===== config.mk =====
export PLATFORM = sky130hd
export DESIGN_NAME = load_store_unit
export DESIGN_NICKNAME = d
export VERILOG_FILES = /design/src/rtl/load_store_unit.sv
export SDC_FILE = /design/constraint.sdc
export NUM_CORES = 1
export LEC_CHECK = 0
export ABC_AREA = 1
export CAP_MARGIN = 20
export CORE_ASPECT_RATIO = 0.5
export CORE_MARGIN = 3
export CORE_UTILIZATION = 34
export DETAILED_ROUTE_END_ITERATION = 8
export MAX_ROUTING_LAYER = met4
export SLEW_MARGIN = 10
export SYNTH_ARGS = -nofsm -noshare
export SYNTH_HDL_FRONTEND = slang
export SYNTH_SLANG_ARGS = --single-unit

===== constraint.sdc =====
create_clock -name clk -period 2.05 [get_ports clk]
set_input_delay 0.41 -clock clk [delete_from_list [all_inputs] [get_ports clk]]
set_output_delay 0.41 -clock clk [all_outputs]
set_load 0.01 [all_outputs]

===== src/rtl/load_store_unit.sv =====
// -----------------------------------------------------------------------------
// load_store_unit
//
// Multicycle load/store sequencer that sits between the core datapath and the
// data port of the unified memory. It takes one request from the control unit
// during the MEM step and always talks to memory with word-aligned full-word
// accesses:
//   - loads read the containing word, then extract and extend the addressed
//     byte or half;
//   - sb/sh read the containing word, merge the new lane into it, and write
//     the merged word back (read-modify-write);
//   - sw writes the word directly with no read;
//   - illegal width codes and misaligned addresses are aborted without any
//     memory access and reported with the misaligned flag.
// A one-cycle done pulse reports completion.
//
// Parameters
//   READ_LATENCY  cycles from the first cycle mem_address is presented until
//                 mem_data_out is valid (legal range 1..4)
//
// Ports
//   clk           system clock
//   reset         synchronous, active-high reset
//   start         request strobe; only looked at while idle
//   is_store      1 = store, 0 = load
//   funct3        RV32I load/store width code
//   addr          byte address of the access
//   store_data    store operand (rs2)
//   busy          high in every state except IDLE
//   done          one-cycle completion pulse
//   misaligned    valid with done; the access was aborted
//   load_data     extended load result, held until the next successful load
//   mem_address   word-aligned address to memory, held stable while busy
//   mem_funct3    always a word access (3'b010)
//   mem_wren      memory write enable, high for exactly one cycle per store
//   mem_data_in   write word to memory
//   mem_data_out  read word from memory
// -----------------------------------------------------------------------------
module load_store_unit #(
    parameter int READ_LATENCY = 1
) (
    input  logic        clk,
    input  logic        reset,
    input  logic        start,
    input  logic        is_store,
    input  logic [2:0]  funct3,
    input  logic [31:0] addr,
    input  logic [31:0] store_data,
    output logic        busy,
    output logic        done,
    output logic        misaligned,
    output logic [31:0] load_data,
    output logic [31:0] mem_address,
    output logic [2:0]  mem_funct3,
    output logic        mem_wren,
    output logic [31:0] mem_data_in,
    input  logic [31:0] mem_data_out
);

    // Wait-counter preload; the read wait runs from this value down to zero,
    // which gives READ_LATENCY+1 cycles in RD_WAIT.
    localparam logic [2:0] LAT_PRELOAD = 3'(READ_LATENCY);

    typedef enum logic [1:0] {
        IDLE    = 2'd0,
        RD_WAIT = 2'd1,
        WRITE   = 2'd2,
        DONE    = 2'd3
    } state_t;

    // -------------------------------------------------------------------------
    // Lane helpers
    // -------------------------------------------------------------------------

    // Pull the addressed byte/half out of a memory word and extend it.
    function automatic logic [31:0] extend_load(
        input logic [31:0] word,
        input logic [2:0]  f3,
        input logic [1:0]  lane
    );
        logic [7:0]  b;
        logic [15:0] h;
        logic [31:0] res;
        case (lane)
            2'd0:    b = word[7:0];
            2'd1:    b = word[15:8];
            2'd2:    b = word[23:16];
            2'd3:    b = word[31:24];
            default: b = 8'h00;
        endcase
        h = lane[1] ? word[31:16] : word[15:0];
        case (f3)
            3'b000:  res = {{24{b[7]}}, b};
            3'b100:  res = {24'h000000, b};
            3'b001:  res = {{16{h[15]}}, h};
            3'b101:  res = {16'h0000, h};
            3'b010:  res = word;
            default: res = word;
        endcase
        return res;
    endfunction

    // Replace the addressed byte/half of a memory word with store data.
    function automatic logic [31:0] merge_store(
        input logic [31:0] word,
        input logic [31:0] data,
        input logic [2:0]  f3,
        input logic [1:0]  lane
    );
        logic [31:0] res;
        res = word;
        case (f3[1:0])
            2'b00: begin
                case (lane)
                    2'd0:    res[7:0]   = data[7:0];
                    2'd1:    res[15:8]  = data[7:0];
                    2'd2:    res[23:16] = data[7:0];
                    2'd3:    res[31:24] = data[7:0];
                    default: res = word;
                endcase
            end
            2'b01: begin
                if (lane[1]) begin
                    res[31:16] = data[15:0];
                end else begin
                    res[15:0] = data[15:0];
                end
            end
            default: res = data;
        endcase
        return res;
    endfunction

    // -------------------------------------------------------------------------
    // State and latched request
    // -------------------------------------------------------------------------
    state_t      r_state;
    logic [1:0]  r_lane;
    logic [2:0]  r_funct3;
    logic        r_is_store;
    logic [31:0] r_store_data;
    logic [2:0]  r_cnt;

    logic        r_busy;
    logic        r_done;
    logic        r_misaligned;
    logic [31:0] r_load_data;
    logic [31:0] r_mem_address;
    logic        r_mem_wren;
    logic [31:0] r_mem_data_in;

    logic        w_illegal;
    logic        w_misalign;
    logic        w_abort;
    logic        w_is_sw;

    // Classify the incoming request: unsupported width codes and misaligned
    // half/word addresses are aborted before memory is touched.
    always_comb begin
        w_illegal  = 1'b0;
        w_misalign = 1'b0;
        if (is_store) begin
            w_illegal = (funct3 > 3'b010);
        end else begin
            w_illegal = (funct3 == 3'b011) || (funct3 == 3'b110) ||
                        (funct3 == 3'b111);
        end
        if (funct3[1:0] == 2'b01) begin
            w_misalign = addr[0];
        end else if (funct3[1:0] == 2'b10) begin
            w_misalign = (addr[1:0] != 2'b00);
        end else begin
            w_misalign = 1'b0;
        end
        w_abort = w_illegal || w_misalign;
        w_is_sw = is_store && (funct3 == 3'b010);
    end

    // Sequencer FSM; every output is a register updated on the transition
    // into the state that owns it, so outputs are glitch-free.
    always_ff @(posedge clk) begin
        if (reset) begin
            r_state       <= IDLE;
            r_lane        <= 2'd0;
            r_funct3      <= 3'd0;
            r_is_store    <= 1'b0;
            r_store_data  <= 32'h0000_0000;
            r_cnt         <= 3'd0;
            r_busy        <= 1'b0;
            r_done        <= 1'b0;
            r_misaligned  <= 1'b0;
            r_load_data   <= 32'h0000_0000;
            r_mem_address <= 32'h0000_0000;
            r_mem_wren    <= 1'b0;
            r_mem_data_in <= 32'h0000_0000;
        end else begin
            case (r_state)
                IDLE: begin
                    r_done       <= 1'b0;
                    r_misaligned <= 1'b0;
                    r_mem_wren   <= 1'b0;
                    if (start) begin
                        r_lane        <= addr[1:0];
                        r_funct3      <= funct3;
                        r_is_store    <= is_store;
                        r_store_data  <= store_data;
                        r_mem_address <= {addr[31:2], 2'b00};
                        r_busy        <= 1'b1;
                        if (w_abort) begin
                            r_state      <= DONE;
                            r_done       <= 1'b1;
                            r_misaligned <= 1'b1;
                        end else if (w_is_sw) begin
                            // Full-word store needs no read of the old word.
                            r_state       <= WRITE;
                            r_mem_wren    <= 1'b1;
                            r_mem_data_in <= store_data;
                        end else begin
                            r_state <= RD_WAIT;
                            r_cnt   <= LAT_PRELOAD;
                        end
                    end else begin
                        r_busy <= 1'b0;
                    end
                end

                RD_WAIT: begin
                    if (r_cnt == 3'd0) begin
                        // Read word is valid now: finish the load, or build
                        // the merged word for the write-back. mem_data_in
                        // doubles as the captured-word register.
                        if (r_is_store) begin
                            r_state       <= WRITE;
                            r_mem_wren    <= 1'b1;
                            r_mem_data_in <= merge_store(mem_data_out,
                                                         r_store_data,
                                                         r_funct3, r_lane);
                        end else begin
                            r_state     <= DONE;
                            r_done      <= 1'b1;
                            r_load_data <= extend_load(mem_data_out,
                                                       r_funct3, r_lane);
                        end
                    end else begin
                        r_cnt <= r_cnt - 3'd1;
                    end
                end

                WRITE: begin
                    r_mem_wren <= 1'b0;
                    r_state    <= DONE;
                    r_done     <= 1'b1;
                end

                DONE: begin
                    // A start seen here is deliberately dropped.
                    r_done       <= 1'b0;
                    r_misaligned <= 1'b0;
                    r_busy       <= 1'b0;
                    r_state      <= IDLE;
                end

                default: begin
                    r_state      <= IDLE;
                    r_done       <= 1'b0;
                    r_misaligned <= 1'b0;
                    r_busy       <= 1'b0;
                    r_mem_wren   <= 1'b0;
                end
            endcase
        end
    end

    assign busy        = r_busy;
    assign done        = r_done;
    assign misaligned  = r_misaligned;
    assign load_data   = r_load_data;
    assign mem_address = r_mem_address;
    assign mem_funct3  = 3'b010;
    assign mem_wren    = r_mem_wren;
    assign mem_data_in = r_mem_data_in;

endmodule


==> summary.md <==
| Metric | Value |
|---|---|
| CP arrival | 2190 ps |
| Area Overhead vs Synth | 42.3% |
| Max Cap Viol | 0 |
| Via Count | roughly 7.9k |
| Unique cell type count in the Yosys netlist | 31 |
| First-pass GRT wire length | 40.8 mm |
| DRC Markers | 0 |
| VDD IR-drop max | 0.000573 V |
| Startpoint types | flop |
| Min Hold Slack | 475 ps |
| TritonCTS clock tree | done |
| Clock slew at reported path FFs | 60 ps |
| Switching share of power | 0.401 |
| WL final | 26.5 mm |
| Initial antenna violation count | 0 |
| Slew headroom | 0.498 |
| Final hold vios | 0 |
| CTS max path bufs | 2 |
| CTS root buf | clkbuf_16 |
| Die Y | 109 um |
| Yosys reg bits | 141 |
| Full die area | 23300 um2 |
| Clk pwr share | 0.224 |
| CTS H-tree lvls | 4 |
| Setup WS post-layout | 172 ps |
| Row cnt | 37 |
| Largest net degree at the start of global routing | 62 |
| Core area | approximately 21000 um2 |
| Status | finished clean |
| Detailed Routing Iterations Pass 1 | 5 |
| CP max stage cell | dfxtp_1 |
| Mapped Cells | 1120 |
| Syn Area/Cell | approximately 6.5 um2 |
| # setup viols final | 0 |
| Int Pwr | between 9000 and 10000 uW |
| Most common cell after layout, fill and taps aside | nand2_1 |
| Final Max Tran Viols | 0 |
| Worst Skew | 9.89 ps |
| Pre-CTS setup slack | about 3.5 ps |
| Initial Util | 0.350 |
| LEAKAGE | 0.00449 uW |
| Psw | 6150 uW |
| Grt total ovfl | 0 |
| # diodes | 0 |
| Syn. warnings | 0 |
| Setup TNS Final | 0 ps |
| Slew @ Worst Pin | 750 ps |
| Most frequent cells in the layout | nand2_1 (242), clkdlybuf4s50_1 (200), nor2_1 (189) |
| Fin util | 0.498 |
| Num ports | 206 |
| DP Wirelength | 19.4 mm |
| Critical path buffers and inverters | 4 |
| Clk_lat worst skew | 430 ps |
| Num CTS Buffers | 17 |
| Fmax | 533 MHz |
| Layout Nets | around 1.4k |
| Worst Path Required | 2360 ps |
| Hold-fix buffers, CTS | 0 |
| CTS Sinks | 141 |
| RSZ-0062 raised after global routing | false |
| Final min period | 1880 ps |
| Drt via density | between 4 and 5 |
| Iter 0 DRT Violations | around 560 |
| CP dominant cell by count | a21oi_1 |
| Placer Congestion | between 0.9 and 1 |
| Crit share post-route | 0.916 |
| Sequential element share of the synthesized area | 0.388 |
| Tightest Hold Check Type | flop to flop |
| Reg power frac | 0.277 |
| Pwr dens | 1480 nW/um2 |
| Buffers on Ports | 200 |
| Setup CP Type | flop to flop |
| Delay-heaviest family, CP | buffers and inverters |
| Crit-path max FO | 15 |
| Endpoint class of the critical path | flop |
| WL per Instance | 16.6 um |
| Comb power frac | 0.499 |
| Post-route ant nets | 0 |
| Slowest stage delay, CP | 340 ps |
| Vias in the first global route | 7286 |
| Layout cell share with drive strength beyond 1 | 0.0772 |
| Power consumption | 15300 uW |
| Die X | 213 um |
| CP Cell Sequence | inv_1 > ha_2 > inv_2 > nor2_4 > nand2_2 > inv_4 > buf_4 > o21ai_0 > a21oi_1 > a21oi_1 |
| Total track usage | 0.233 |
| Area of the mapped netlist | 7270 um2 |
-- registers in the layout (all words and copies together) (netlist names), 2 cells and up --
register      count
r_state           2
r_funct3          3
mem_address      30
r_lane            2
r_store_data     32
r_cnt             3
load_data        32
mem_data_in      32
-- logic make-up (layout without fill, tap and decap cells) --
family	Yosys count	after routing	synth area share
AND/OR/NAND/NOR	551	551	0.314
AO/OA/AOI/OAI	247	247	0.184
buffers and inverters	171	369	0.0995
flip-flops	141	141	0.388
adder cells (fa/ha/maj)	7	7	0.0120
other	2	5	0.00103
XOR/XNOR	1	1	0.00121
-- power by group through the flow --
stage | combinational [uW] | sequential [uW] | clock, uW
finish | 7650 | 4240 | 3440
global route | 8500 | 4360 | 3650
CTS | 7640 | 4240 | 3500
detailed placement | 7590 | 4290 | 0
global placement | 7510 | 4270 | 0
floorplan | 4170 | 4500 | 0
-- cell usage after synthesis --
cell        n  area, um2
inv_2       4       15.0
or2_2       9       56.3
buf_2      26        130
o21ai_0   112        561
a31oi_1     5       31.3
o21ai_1     3       15.0
o211ai_1   18        135
a21oi_2     3       26.3
dfxtp_1   141       2820
o22ai_1     7       43.8
nor2_1    189        709
xnor2_1     1       8.76
nand2_2     1       6.26
nand2_1   243        912
nand3_1    94        470
nand3b_4    1       20.0
ha_1        7       87.6
buf_1       2       7.51
inv_1      90        338
nor3_1      1       5.00
a21oi_1    90        450
nor2_4      3       33.8
a22oi_1     1       7.51
clkbuf_1   36        135
nand4_1     6       37.5
a41oi_1     7       61.3
buf_4      13       97.6
conb_1      2       7.51
nor2_2      3       18.8
nand3_2     1       10.0
a211oi_1    1       7.51
-- final timing paths --
check | from | end | slack [ps] | cells past startpoint
setup / recovery | r_state[1] | load_data[11] | 170 | 10
hold / removal | misaligned | misaligned | 470 | 2
setup reg to reg | r_state[1] | load_data[11] | 170 | 10
hold reg to reg | misaligned | misaligned | 470 | 2
-- routing by layer --
| layer | wire (um) | vias to the layer above | GRT usage |
|---|---|---|---|
| met5 | 0 | - | - |
| met4 | 354 | 0 | 0.0507 |
| li1 | - | 4001 | - |
| met2 | 11800 | 236 | 0.357 |
| met1 | 12500 | 3664 | 0.314 |
| met3 | 1820 | 26 | 0.0576 |
-- worst register-to-register path, cell delays in order (launching register included) --
cell     delay (ps)
dfxtp_1         340
inv_1           110
ha_2            260
inv_2            80
nor2_4          130
nand2_2         130
inv_4           160
buf_4           210
o21ai_0         100
a21oi_1         150
a21oi_1          90
-- metrics by stage --
stage / area [um2] / instances
after global placement: 9670 / 1560
after detailed placement: 9680 / 1561
after CTS: 10300 / 1593
after global routing: 10300 / 1594
final: 10300 / 1594
after floorplan: 7280 / 1123
-- cell type report --
type / count / area, um2
Sequential cell: 141 / 2820
Clock buffer: 21 / 460
Tap cell: 273 / 342
Timing Repair Buffer: 243 / 2430
Multi-Input combinational cell: 811 / 3750
Inverter: 94 / 355
Fill cell: 2117 / 10400
Clock inverter: 11 / 189
-- what timing repair did --
item,CTS,global route
resized for setup,0,2
endpoints found under the setup margin,0,19
buffers inserted,0,1
hold endpoints to repair,0,0
(Power assumes the default switching activity.)
